==> src/rtl/rf_buf_xfer_if.sv <==
// Bundle of the transfer engine's command, stream and buffer-RAM signals.
// The engine side uses the master modport; the controller/RAM side uses slave.
interface rf_buf_xfer_if #(
    parameter int AW = 8,
    parameter int DW = 12
);
    // Handshakes: a word moves on a rising clk edge when valid and ready are both high
    // in the cycle before it. The side raising valid holds its data stable until that
    // edge. valid never waits on ready. ready may depend on state but never on valid.
    logic          start;
    logic          dir;
    logic [AW-1:0] base;
    logic [AW-1:0] count;
    logic          busy;
    logic          done;
    logic          in_valid;
    logic [DW-1:0] in_data;
    logic          in_ready;
    logic          out_valid;
    logic [DW-1:0] out_data;
    logic          out_ready;
    logic [AW-1:0] ram_a;
    logic [DW-1:0] ram_din;
    logic [DW-1:0] ram_dout;
    logic          ram_ce;
    logic          ram_we;
    logic [DW-1:0] cksum;

    modport master (
        input  start, dir, base, count, in_valid, in_data, out_ready, ram_dout,
        output busy, done, in_ready, out_valid, out_data, ram_a, ram_din, ram_ce, ram_we, cksum
    );

    modport slave (
        output start, dir, base, count, in_valid, in_data, out_ready, ram_dout,
        input  busy, done, in_ready, out_valid, out_data, ram_a, ram_din, ram_ce, ram_we, cksum
    );
endinterface

==> src/rtl/rf_buf_xfer.sv <==
// Block-transfer engine for the RF 256x12 buffer RAM: fill (stream->RAM) and drain (RAM->stream).
// Optional running checksum enabled by defining RF_BUF_CKSUM_EN.
module rf_buf_xfer #(
    parameter int AW = 8,
    parameter int DW = 12
) (
    input  logic                 clk,
    input  logic                 reset,
    rf_buf_xfer_if.master        bus,
    output logic [2:0]           dbg_state_o
);
    typedef enum logic [2:0] {
        S_IDLE = 3'd0,
        S_FILL = 3'd1,
        S_RD   = 3'd2,
        S_WAIT = 3'd3,
        S_DONE = 3'd4
    } state_e;

    localparam logic [AW:0] REM_ONE = 1;

    state_e        state_q, state_d;
    logic [AW-1:0] addr_q, addr_d;
    logic [AW:0]   rem_q, rem_d;
    logic          done_q, done_d;
    logic          out_valid_q, out_valid_d;
    logic [DW-1:0] out_data_q, out_data_d;

    always_comb begin
        state_d     = state_q;
        addr_d      = addr_q;
        rem_d       = rem_q;
        out_valid_d = out_valid_q;
        out_data_d  = out_data_q;
        case (state_q)
            S_IDLE: begin
                if (bus.start) begin
                    addr_d  = bus.base;
                    // count of zero encodes a full 256-word block
                    rem_d   = (bus.count == '0) ? {1'b1, {AW{1'b0}}} : {1'b0, bus.count};
                    state_d = bus.dir ? S_FILL : S_RD;
                end
            end
            S_FILL: begin
                if (bus.in_valid) begin
                    addr_d = addr_q + 1'b1;
                    rem_d  = rem_q - 1'b1;
                    if (rem_q == REM_ONE) state_d = S_DONE;
                end
            end
            S_RD: begin
                out_data_d  = bus.ram_dout;
                out_valid_d = 1'b1;
                state_d     = S_WAIT;
            end
            S_WAIT: begin
                if (bus.out_ready) begin
                    out_valid_d = 1'b0;
                    addr_d      = addr_q + 1'b1;
                    rem_d       = rem_q - 1'b1;
                    state_d     = (rem_q == REM_ONE) ? S_DONE : S_RD;
                end
            end
            S_DONE:  state_d = S_IDLE;
            default: state_d = S_IDLE;
        endcase
        done_d = (state_d == S_DONE);
    end

    always_ff @(posedge clk) begin
        if (reset) begin
            state_q     <= S_IDLE;
            addr_q      <= '0;
            rem_q       <= '0;
            done_q      <= 1'b0;
            out_valid_q <= 1'b0;
            out_data_q  <= '0;
        end else begin
            state_q     <= state_d;
            addr_q      <= addr_d;
            rem_q       <= rem_d;
            done_q      <= done_d;
            out_valid_q <= out_valid_d;
            out_data_q  <= out_data_d;
        end
    end

    // RAM strobes are gated by reset so an aborted fill never writes in the reset cycle.
    always_comb begin
        bus.in_ready = 1'b0;
        bus.ram_a    = addr_q;
        bus.ram_din  = '0;
        bus.ram_ce   = 1'b0;
        bus.ram_we   = 1'b0;
        if (!reset) begin
            case (state_q)
                S_FILL: begin
                    bus.in_ready = 1'b1;
                    bus.ram_din  = bus.in_data;
                    bus.ram_ce   = bus.in_valid;
                    bus.ram_we   = bus.in_valid;
                end
                S_RD:    bus.ram_ce = 1'b1;
                default: ;
            endcase
        end
    end

    assign bus.busy      = (state_q != S_IDLE);
    assign bus.done      = done_q;
    assign bus.out_valid = out_valid_q;
    assign bus.out_data  = out_data_q;
    assign dbg_state_o   = state_q;

`ifdef RF_BUF_CKSUM_EN
    logic [DW-1:0] cksum_q, cksum_d;

    // 12-bit wraparound sum of every word that crosses either stream handshake
    always_comb begin
        cksum_d = cksum_q;
        if (state_q == S_IDLE && bus.start)
            cksum_d = '0;
        else if (state_q == S_FILL && bus.in_valid)
            cksum_d = cksum_q + bus.in_data;
        else if (state_q == S_WAIT && bus.out_ready)
            cksum_d = cksum_q + out_data_q;
    end

    always_ff @(posedge clk) begin
        if (reset) cksum_q <= '0;
        else       cksum_q <= cksum_d;
    end

    assign bus.cksum = cksum_q;
`else
    assign bus.cksum = '0;
`endif
endmodule

==> src/flat_wrapper.sv <==
// flat-port wrapper written by rule: the top's interface ports become plain ports
module rf_buf_xfer_flat 
#(
    parameter int AW = 8,
    parameter int DW = 12
)
  (clk, reset, dbg_state_o, bus_start, bus_dir, bus_base, bus_count, bus_in_valid, bus_in_data, bus_out_ready, bus_ram_dout, bus_busy, bus_done, bus_in_ready, bus_out_valid, bus_out_data, bus_ram_a, bus_ram_din, bus_ram_ce, bus_ram_we, bus_cksum);
  rf_buf_xfer_if #(.AW(AW), .DW(DW)) bus_i ();
  input  logic clk;
  input  logic reset;
  output logic [2:0] dbg_state_o;
  input wire logic [$bits(bus_i.start)-1:0] bus_start;
  input wire logic [$bits(bus_i.dir)-1:0] bus_dir;
  input wire logic [$bits(bus_i.base)-1:0] bus_base;
  input wire logic [$bits(bus_i.count)-1:0] bus_count;
  input wire logic [$bits(bus_i.in_valid)-1:0] bus_in_valid;
  input wire logic [$bits(bus_i.in_data)-1:0] bus_in_data;
  input wire logic [$bits(bus_i.out_ready)-1:0] bus_out_ready;
  input wire logic [$bits(bus_i.ram_dout)-1:0] bus_ram_dout;
  output wire logic [$bits(bus_i.busy)-1:0] bus_busy;
  output wire logic [$bits(bus_i.done)-1:0] bus_done;
  output wire logic [$bits(bus_i.in_ready)-1:0] bus_in_ready;
  output wire logic [$bits(bus_i.out_valid)-1:0] bus_out_valid;
  output wire logic [$bits(bus_i.out_data)-1:0] bus_out_data;
  output wire logic [$bits(bus_i.ram_a)-1:0] bus_ram_a;
  output wire logic [$bits(bus_i.ram_din)-1:0] bus_ram_din;
  output wire logic [$bits(bus_i.ram_ce)-1:0] bus_ram_ce;
  output wire logic [$bits(bus_i.ram_we)-1:0] bus_ram_we;
  output wire logic [$bits(bus_i.cksum)-1:0] bus_cksum;
  assign bus_i.start = bus_start;
  assign bus_i.dir = bus_dir;
  assign bus_i.base = bus_base;
  assign bus_i.count = bus_count;
  assign bus_i.in_valid = bus_in_valid;
  assign bus_i.in_data = bus_in_data;
  assign bus_i.out_ready = bus_out_ready;
  assign bus_i.ram_dout = bus_ram_dout;
  assign bus_busy = bus_i.busy;
  assign bus_done = bus_i.done;
  assign bus_in_ready = bus_i.in_ready;
  assign bus_out_valid = bus_i.out_valid;
  assign bus_out_data = bus_i.out_data;
  assign bus_ram_a = bus_i.ram_a;
  assign bus_ram_din = bus_i.ram_din;
  assign bus_ram_ce = bus_i.ram_ce;
  assign bus_ram_we = bus_i.ram_we;
  assign bus_cksum = bus_i.cksum;
  rf_buf_xfer #(.AW(AW), .DW(DW)) u_core (.clk(clk), .reset(reset), .bus(bus_i), .dbg_state_o(dbg_state_o));
endmodule
==> config.mk <==
export PLATFORM = sky130hd
export DESIGN_NAME = rf_buf_xfer_flat
export DESIGN_NICKNAME = d
export VERILOG_FILES = /design/src/rtl/rf_buf_xfer_if.sv /design/src/rtl/rf_buf_xfer.sv /design/src/flat_wrapper.sv
export SDC_FILE = /design/constraint.sdc
export NUM_CORES = 1
export LEC_CHECK = 0
export BUFFER_PORTS_ARGS = -buffer_cell sky130_fd_sc_hd__buf_2
export CORE_ASPECT_RATIO = 1.25
export CORE_MARGIN = 1.5
export CORE_UTILIZATION = 45
export CTS_CLUSTER_SIZE = 10
export DETAILED_ROUTE_END_ITERATION = 8
export GPL_ROUTABILITY_DRIVEN = 0
export MAX_ROUTING_LAYER = met4
export PLACE_DENSITY = 0.79
export SLEW_MARGIN = 0
export SYNTH_ARGS = -nofsm -noshare
export SYNTH_HDL_FRONTEND = slang
export SYNTH_SLANG_ARGS = --single-unit
==> constraint.sdc <==
create_clock -name clk -period 2.2 [get_ports clk]
set_input_delay 0.44 -clock clk [delete_from_list [all_inputs] [get_ports clk]]
set_output_delay 0.44 -clock clk [all_outputs]
set_load 0.1 [all_outputs]
==> flow_summary.yaml, run 1 <==
placed_design:
  io_buffers: 86
  hpwl_um: 3680
  placed_area_um2: 2710
  dp_slack_ns: 0.394
layout:
  synthToLayoutAreaGrowth_pct: 43.9
  final_nets: 388
  fin_area_um2: 2840
  drive_above_1_share_pct: 39.1
  n_antenna_cell: 0
logic_synthesis:
  synth.area.top_cells: "dfxtp_1 34%, a21oi_1 8.6%, nand2_1 7.0%"
  synth_seq_cells: 34
  ys.flop_type: "dfxtp_1"
  seq_area_frac_synth_pct: 34.5
  yosys.area.top_type: "dfxtp_1"
  synth_top_area_share_pct: 34.5
  synthArstFlopShare_pct: 0
  synth_warnings: 0
  synth_cell_types: 46
  synth_edf_count: 0
  synthCells: 254
  post-synth-top-count-cell: "nand2_1"
  syn_area_per_cell_um2: 7.77
  synth_area_um2: 1970
  synth_top_cells_by_count: "37 x nand2_1, 34 x a21oi_1, 34 x dfxtp_1"
power_and_ir_drop:
  p_per_area_nw_per_um2: 952
  power.leakage_nw: 1.25
  irDropWorstVdd_mv: 0.640
clock_tree:
  postCtsHoldBufs: 0
  root_buffer: "clkbuf_8"
  cts_buffer_depth: 2
  worst_skew_pair.late_latency_ns: 0.29
  cts-buffers-inserted: 5
  cts.sinks: 34
  postCtsSetupBuffers: 0
  cts_resized: 0
  cts_tree: "done"
  cts_max_level: 2
  cts.clk_slew.worst_paths_ns: 0.08
critical_path:
  critPathBufInv: 2
  worstSetupPathType: "register to primary output"
  critical_path_required_ns: 1.76
  r2r_cells: 5
  r2r-end: "u_core.rem_q[1]"
  r2r_slack_ns: 0.54
  crit_chain: "nor2b_4, nor3b_4, buf_4, and2_2, buf_12"
  cpLargestDelayFamily: "simple AND/OR/NAND/NOR gates"
  cp.arrival_ns: 1.66
  cp-start-kind: "register"
  crit_slowest_cell: "dfxtp_4"
  critPathMaxStageDelay_ns: 0.43
  critPathMaxFanout: 14
  r2r_start: "u_core.dbg_state_o[0]"
  worstSetupEndpointType: "primary output"
floorplan:
  rows: 26
  dieWidth_um: 62.2
  die_h_um: 77.0
  coreArea_um2: 4160
  die_area_um2: 4790
  io_pins: 99
  initial_core_util_pct: 47.4
flow_run:
  drv_cap: 0
min_path:
  hold_end: "u_core.bus.out_data[1]"
  min_from: "bus_ram_dout[1]"
  whs_path_depth: 3
  min-delay-path-class: "input port to register"
route:
  vias: 2074
  dr.pass1.iters: 4
  routed_via_density: 5.24
  drc_errors: 0
  drt_iter0_drc: 90
  wire_per_inst_um: 12.5
  ant_nets: 0
  routed_wl_um: 4950
grt:
  antenna_found_initial: 0
  grt_pass1_vias: 1861
  grt_use_total_pct: 20.6
  grt_pass1_wl_um: 8040
  overflow: 0
  grt_max_degree: 38
timing:
  fmax_ghz: 0.476
  hold_viol_final: 0
  setup_viol: 0
  rsz0062_at_grt: "no"
  clock_skew_ns: 0.00765
  fin_crit_sh_pct: 95.6
  setup_ws_ns: 0.0974
  maxSlewViolCount: 0
  period_minus_slack_ns: 2.10
status:
  status: "complete, no violations"
-- power breakdown --
| part | internal, mW | total (mW) | leakage, nW | switching (mW) |
|---|---|---|---|---|
| sequential | 0.691 | 0.781 | 0.280 | 0.0906 |
| combinational | 0.366 | 1.27 | 0.899 | 0.902 |
| clock | 0.408 | 0.654 | 0.0665 | 0.246 |
-- registers in the layout, indices dropped and copies added, names as in the netlist --
register,cells
u_core.rem_q,9
u_core.bus.ram_a,8
u_core.bus.out_valid,1
u_core.dbg_state_o,3
u_core.bus.done,1
u_core.bus.out_data,12
-- tightest hold or removal path, stage by stage --
cell and delay, ns:
buf_2 0.09, nand2_1 0.04, a21oi_1 0.05
-- metal layers --
layer  vias to the layer above  track usage, %  share of wire [%]
met1                       951            21.9                 42
li1                       1036               -                  -
met2                        82            37.7                 50
met3                         5            4.99                7.8
met5                         -               -                  0
met4                         0            6.00                1.0
-- through the flow --
step                      util [%]  hold WS, ns  total power [mW]  cells  TNS (ns)
after CTS                     68.2        0.377              2.71    396         0
after global routing          68.2        0.377              2.83    396         0
after floorplan                  -        0.458              1.80    265   -0.0695
after detailed placement      65.0        0.446              2.06    388         0
after global placement        65.0        0.440              2.04    388         0
final                         68.2        0.383              2.70    396         0
-- worst max-delay path by stage --
stage                                startpoint              end  slack (ns)  depth (start not counted)
after floorplan           u_core.dbg_state_o[0]       bus_ram_ce       -0.07                          5
after global placement    u_core.dbg_state_o[0]   bus_ram_din[1]        0.45                          5
after detailed placement  u_core.dbg_state_o[0]   bus_ram_din[0]        0.39                          5
after CTS                 u_core.dbg_state_o[0]   bus_ram_din[0]        0.08                          5
after global routing      u_core.dbg_state_o[0]  bus_ram_din[11]        0.01                          5
final                     u_core.dbg_state_o[0]   bus_ram_din[0]         0.1                          5
-- layout by cell type (no fill, tap or decap), types with 2 or more instances in the layout --
| cell | instances |
|---|---|
| buf_2 | 71 |
| nand2_1 | 37 |
| a21oi_1 | 34 |
| dfxtp_1 | 31 |
| o21ai_1 | 15 |
| buf_12 | 15 |
| nor2_1 | 13 |
| conb_1 | 12 |
| and2_4 | 10 |
| buf_4 | 10 |
| nor3_1 | 8 |
| nand2b_1 | 5 |
| and2_1 | 5 |
| clkbuf_8 | 5 |
| nor4_1 | 4 |
| nand3_1 | 4 |
| a21o_1 | 4 |
| and2_2 | 3 |
| inv_1 | 3 |
| nor3b_1 | 3 |
| nand4_1 | 3 |
| ha_1 | 3 |
| or3_1 | 2 |
| nand4b_1 | 2 |
| o21ai_0 | 2 |
| a221oi_1 | 2 |
| and4_1 | 2 |
| and4b_1 | 2 |
| a2111oi_0 | 2 |
| dfxtp_4 | 2 |
-- cell families (layout without fill, tap and decap cells) --
family          after synthesis  after routing  synth area share (%)
other cells                   1             12                 0.190
fa+ha+maj                     3              3                  1.90
mux                           1              1                 0.571
compound gates               72             72                  23.5
flops                        34             34                  34.5
buf+inv                      33            108                  9.89
simple gates                110            110                  29.5
-- area by class of cell --
type | count | area (µm²)
Tap cell | 56 | 70.1
Multi-Input combinational cell | 198 | 1200
Inverter | 4 | 17.5
Clock inverter | 2 | 38.8
Sequential cell | 34 | 689
Timing Repair Buffer | 96 | 731
Fill cell | 368 | 1330
Clock buffer | 6 | 93.8
No activity file was read; power rests on OpenSTA's default activity.
==> inputs of run 2 (changes only) <==
--- a/config.mk
+++ b/config.mk
@@ -8,12 +8,12 @@
 export BUFFER_PORTS_ARGS = -buffer_cell sky130_fd_sc_hd__buf_2
 export CORE_ASPECT_RATIO = 1.25
 export CORE_MARGIN = 1.5
-export CORE_UTILIZATION = 45
+export CORE_UTILIZATION = 46
 export CTS_CLUSTER_SIZE = 10
 export DETAILED_ROUTE_END_ITERATION = 8
 export GPL_ROUTABILITY_DRIVEN = 0
 export MAX_ROUTING_LAYER = met4
-export PLACE_DENSITY = 0.79
+export PLACE_DENSITY = 0.8
 export SLEW_MARGIN = 0
 export SYNTH_ARGS = -nofsm -noshare
 export SYNTH_HDL_FRONTEND = slang
==> run 2 against run 1 <==
Combinational power is essentially flat. Sequential share of layout area decreased by 0.17 points. Global-route usage grew 1.4 points. Sequential cell count unchanged. Hold slack gained 0.0091 ns. Sequential power about the same. Register-to-register slack lost 0.04 ns. Maximum frequency fell by 0.24%. Clock power is 5.0% higher. Clock skew down 0.0016 ns. Final area rose by 0.71%. Largest power group unchanged.
==> flow_summary.yaml, run 2 (synthesis gave the netlist of run 1 again) <==
clock_tree:
  postCtsHoldBufs: 0
  cts_buffer_depth: 2
  cts.clk_slew.worst_paths_ns: 0.07
  cts_resized: 0
  postCtsSetupBuffers: 2
  cts_tree: "done"
  worst_skew_pair.late_latency_ns: 0.28
  root_buffer: "clkbuf_8"
  cts.sinks: 34
  cts-buffers-inserted: 5
  cts_max_level: 2
critical_path:
  crit_slowest_cell: "dfxtp_4"
  cp.arrival_ns: 1.67
  cp-start-kind: "register"
  cpLargestDelayFamily: "simple AND/OR/NAND/NOR gates"
  critPathMaxStageDelay_ns: 0.43
  critPathBufInv: 2
  worstSetupEndpointType: "primary output"
  crit_chain: "nor2b_4, nor3b_4, buf_4, and2_4, buf_12"
  critPathMaxFanout: 14
  worstSetupPathType: "register to primary output"
  crit_start: "u_core.dbg_state_o[0]"
  critical_path_required_ns: 1.76
  r2r_start: "u_core.dbg_state_o[0]"
timing:
  setup_viol: 0
  hold_viol_final: 0
  rsz0062_at_grt: "no"
  clock_skew_ns: 0.00604
  period_minus_slack_ns: 2.11
  fin_crit_sh_pct: 95.8
  fmax_ghz: 0.474
  whs_ns: 0.392
  maxSlewViolCount: 0
route:
  routed_via_density: 5.20
  vias: 2068
  drt_iter0_drc: 126
  ant_nets: 0
  drc_errors: 0
  dr.pass1.iters: 4
  routed_wl_um: 5140
  wire_per_inst_um: 12.9
min_path:
  min_from: "bus_ram_dout[11]"
  min-delay-path-class: "input port to register"
grt:
  overflow: 0
  grt_use_total_pct: 22.0
  grt_pass1_wl_um: 8090
  antenna_found_initial: 0
  grt_pass1_vias: 1869
  grt_max_degree: 38
floorplan:
  coreArea_um2: 4100
  initial_core_util_pct: 48.1
  rows: 26
  die_h_um: 76.2
  io_pins: 99
  dieWidth_um: 61.6
  die_area_um2: 4690
layout:
  final_nets: 390
  largest_register_ffs: 12
  stdcell_count: 398
  n_antenna_cell: 0
  synthToLayoutAreaGrowth_pct: 44.9
  multiInputGateArea_um2: 1200
  utilization_pct: 69.7
  drive_above_1_share_pct: 39.5
  layout_common_cells: "71 x buf_2, 37 x nand2_1, 34 x a21oi_1"
  layout_commonest_cell: "buf_2"
  fin_area_um2: 2860
  fillers: 360
  regArea_um2: 689
status:
  status: "complete, no violations"
placed_design:
  placed_area_um2: 2710
  place_inst: 388
  io_buffers: 86
  hpwl_um: 3800
power_and_ir_drop:
  power.leakage_nw: 1.26
  p_per_area_nw_per_um2: 960
  irDropWorstVdd_mv: 0.668
flow_run:
  drv_cap: 0
-- run 2: cell types whose count changed in the layout (fill, tap and decap cells not counted), sizes merged --
cell and delta:
clkbuf -1, buf +2, bufinv +1
-- run 2: where the power goes --
group	switching (mW)	internal, mW
clock	0.233	0.454
sequential	0.0894	0.691
combinational	0.907	0.370
-- run 2: worst paths after layout --
check                             to  slack (ns)  cells after the start
min          u_core.bus.out_data[11]        0.39                      3
max reg2reg      u_core.bus.ram_a[1]        0.50                      5
max                  bus_ram_din[10]        0.09                      5
min reg2reg   u_core.bus.out_data[9]        0.45                      2
-- run 2: metrics by stage --
stage	setup WS (ns)	setup TNS [ns]	total power, mW
2_1_floorplan	-0.0695	-0.0695	1.80
3_3_place_gp	0.339	0	2.04
5_1_grt	0.00700	0	2.88
4_1_cts	0.0799	0	2.76
3_5_place_dp	0.274	0	2.06
6_report	0.0923	0	2.74
-- run 2: worst min-delay path: cells and delay by family --
family	cells	cell delay (ns)
buffers and inverters	1	0.09
AOI/OAI and AO/OA	1	0.05
and+or+nand+nor	1	0.04
-- run 2: cell type report --
| class | instances | share of cell area (%) |
|---|---|---|
| well taps | 56 | 2.45 |
| multi-input cells | 198 | 41.9 |
| clock inverters | 3 | 2.41 |
| flip-flops and latches | 34 | 24.1 |
| inverters | 4 | 0.613 |
| clock buffers | 5 | 2.41 |
| repair buffers | 98 | 26.1 |
-- run 2: per-layer routing --
layer  global-route usage (%)  vias to the layer above  wire (µm)
met5                        -                        -          0
met4                     5.11                        0         23
met3                     5.26                        2        464
met2                     38.5                       92       2630
met1                     24.3                      931       2020
li1                         -                     1043          -
==> inputs of run 3 (changes only) <==
--- a/config.mk
+++ b/config.mk
@@ -5,11 +5,12 @@
 export SDC_FILE = /design/constraint.sdc
 export NUM_CORES = 1
 export LEC_CHECK = 0
+export ABC_AREA = 1
 export BUFFER_PORTS_ARGS = -buffer_cell sky130_fd_sc_hd__buf_2
 export CORE_ASPECT_RATIO = 1.25
 export CORE_MARGIN = 1.5
 export CORE_UTILIZATION = 46
-export CTS_CLUSTER_SIZE = 10
+export CTS_CLUSTER_SIZE = 30
 export DETAILED_ROUTE_END_ITERATION = 8
 export GPL_ROUTABILITY_DRIVEN = 0
 export MAX_ROUTING_LAYER = met4
==> run 3 against run 2 <==
Register-to-register slack improved by 0.06 ns. Maximum frequency grew 5.6%. Hold slack got worse by 0.025 ns. Final area is 0.92% higher. Critical path depth is the same. Count of clock-buffer cells in the layout grew 2. Sequential cell count is the same. Critical path type unchanged.
==> flow_summary.yaml, run 3 <==
status:
  status: "complete, no violations"
power_and_ir_drop:
  power_switching_mw: 2.13
  internal-power_mw: 1.51
  netSwitchingFraction_pct: 58.5
  p_comb_share_pct: 62.3
  p_per_area_nw_per_um2: 1260
  irDropWorstVdd_mv: 0.823
  seqPwrFrac_pct: 25.2
  p_clk_share_pct: 12.5
  power.leakage_nw: 1.45
critical_path:
  critical_path_required_ns: 1.76
  cp-start-kind: "register"
  critPathMaxFanout: 14
  crit_slowest_cell: "dfxtp_4"
  crit_chain: "nor3_2, nand2_1, buf_12, nor2_2, buf_12"
  worstSetupPathType: "register to primary output"
  r2r-end: "u_core.rem_q[6]"
  crit_start: "u_core.dbg_state_o[1]"
  r2r_slack_ns: 0.56
  r2r_cells: 8
  cp.arrival_ns: 1.56
  r2r_start: "u_core.dbg_state_o[2]"
  cp-endpoint: "bus_ram_din[0]"
  worstSetupEndpointType: "primary output"
  critPathMaxStageDelay_ns: 0.38
  crit_top_cell: "buf_12"
route:
  vias: 2311
  wire_per_inst_um: 11.6
  drc_errors: 0
  drt_iter0_drc: 114
  dr.pass1.iters: 4
  routed_via_density: 4.90
  routed_wl_um: 5470
  ant_nets: 0
timing:
  setup_viol: 0
  whs_ns: 0.366
  clock_skew_ns: 0.00941
  maxSlewViolCount: 0
  hold_viol_final: 0
  fmax_ghz: 0.501
  fin_crit_sh_pct: 90.7
  period_minus_slack_ns: 2.00
  rsz0062_at_grt: "no"
logic_synthesis:
  synth_seq_cells: 34
  seq_area_frac_synth_pct: 33.3
  yosys.area.top_type: "dfxtp_1"
  synth.area.top_cells: "dfxtp_1 33%, nor2_1 13%, nand2_1 11%"
  synth_top_area_share_pct: 33.3
  synth_cell_types: 26
  synth_area_um2: 2040
  syn_area_per_cell_um2: 6.20
  synth_edf_count: 0
  post-synth-top-count-cell: "nor2_1"
  synth_warnings: 0
  synthCells: 330
  ys.flop_type: "dfxtp_1"
  synthArstFlopShare_pct: 0
  synth_top_cells_by_count: "70 x nor2_1, 62 x nand2_1, 37 x inv_1"
grt:
  grt_max_degree: 22
  grt_pass1_vias: 2243
  grt_pass1_wl_um: 9550
  overflow: 0
  grt_use_total_pct: 24.7
  antenna_found_initial: 0
floorplan:
  coreArea_um2: 4160
  dieWidth_um: 62.6
  io_pins: 99
  die_area_um2: 4860
  rows: 26
  initial_core_util_pct: 49.1
  die_h_um: 77.5
clock_tree:
  cts_tree: "done"
  cts-buffers-inserted: 5
  cts_buffer_depth: 2
  root_buffer: "clkbuf_8"
  postCtsHoldBufs: 0
  worst_skew_pair.late_latency_ns: 0.29
  cts_max_level: 2
  cts.sinks: 34
  cts_resized: 0
  postCtsSetupBuffers: 0
  cts.clk_slew.worst_paths_ns: 0.07
layout:
  largest_register_ffs: 12
  n_antenna_cell: 0
  utilization_pct: 69.3
  synthToLayoutAreaGrowth_pct: 41.1
  layout_commonest_cell: "buf_2"
  drive_above_1_share_pct: 30.5
  final_nets: 464
  layout_common_cells: "71 x buf_2, 62 x nand2_1, 57 x nor2_1"
placed_design:
  io_buffers: 86
  hpwl_um: 4250
flow_run:
  drv_cap: 0
min_path:
  min-delay-path-class: "input port to register"
==> run 3: cell count changes after synthesis, moves of 5 or more <==
cell | previous run | this run
nor2_1 | 13 | 70
and2_1 | 18 | 0
clkbuf_1 | 11 | 3
nand2_1 | 37 | 62
o21ai_0 | 2 | 31
o21ai_1 | 15 | 2
inv_1 | 3 | 37
nand2b_1 | 5 | 0
a21oi_1 | 34 | 22
nand3_1 | 4 | 20
==> run 3: how the worst min path moves through the flow <==
stage,endpoint,from,slack [ns],cells past startpoint
3_3_place_gp,u_core.bus.out_valid,u_core.bus.out_valid,0.45,2
2_1_floorplan,u_core.rem_q[3],u_core.rem_q[3],0.47,2
3_5_place_dp,u_core.bus.out_valid,u_core.bus.out_valid,0.47,2
6_report,u_core.bus.out_data[3],bus_ram_dout[3],0.37,3
5_1_grt,u_core.bus.out_data[3],bus_ram_dout[3],0.36,3
4_1_cts,u_core.bus.out_data[1],bus_ram_dout[1],0.36,3
==> run 3: kinds of logic after synthesis <==
group                    after synthesis  synth area share [%]
adder cells (fa/ha/maj)                3                  1.84
other                                  1                 0.183
AND/OR/NAND/NOR                      169                  34.7
buffers and inverters                 65                  15.5
flip-flops                            34                  33.3
AO/OA/AOI/OAI                         58                  14.5
==> run 3: cell type report <==
class	instances	area (µm²)
Sequential cell	34	689
Clock inverter	1	7.51
Inverter	40	154
Multi-Input combinational cell	242	1170
Clock buffer	7	76.3
Tap cell	56	70.1
Timing Repair Buffer	92	713
Fill cell	385	1280
==> run 3: power groups by stage <==
stage               clock [mW]  combinational [mW]  sequential, mW
CTS                      0.457                2.28           0.913
finish                   0.453                2.27           0.917
floorplan                    0                1.12            1.65
global route             0.487                2.43           0.939
global placement             0                2.24           0.919
detailed placement           0                2.27           0.924
==> run 3: critical path: cells and delay by family (launching register included) <==
| family | cells | cell delay, ns |
|---|---|---|
| buffers and inverters | 2 | 0.37 |
| DFF | 1 | 0.38 |
| and+or+nand+nor | 3 | 0.50 |
==> run 3: per-layer routing <==
metal  vias to the layer above  routed length (µm)  global-route usage (%)
met5                         -                   0                       -
met4                         0                  93                    8.22
met3                        10                 266                    5.22
met2                        68                2910                    45.6
met1                      1041                2200                    26.1
li1                       1192                   -                       -
==> run 3: per-stage QoR <==
step / setup TNS, ns / setup WS [ns] / total power, mW / cell area [µm²] / instances
6_report: 0 / 0.204 / 3.64 / 2890 / 472
5_1_grt: 0 / 0.109 / 3.86 / 2890 / 472
4_1_cts: 0 / 0.189 / 3.65 / 2890 / 472
3_5_place_dp: 0 / 0.514 / 3.19 / 2800 / 464
3_3_place_gp: 0 / 0.542 / 3.16 / 2800 / 464
2_1_floorplan: -0.255 / -0.0638 / 2.78 / 2190 / 341
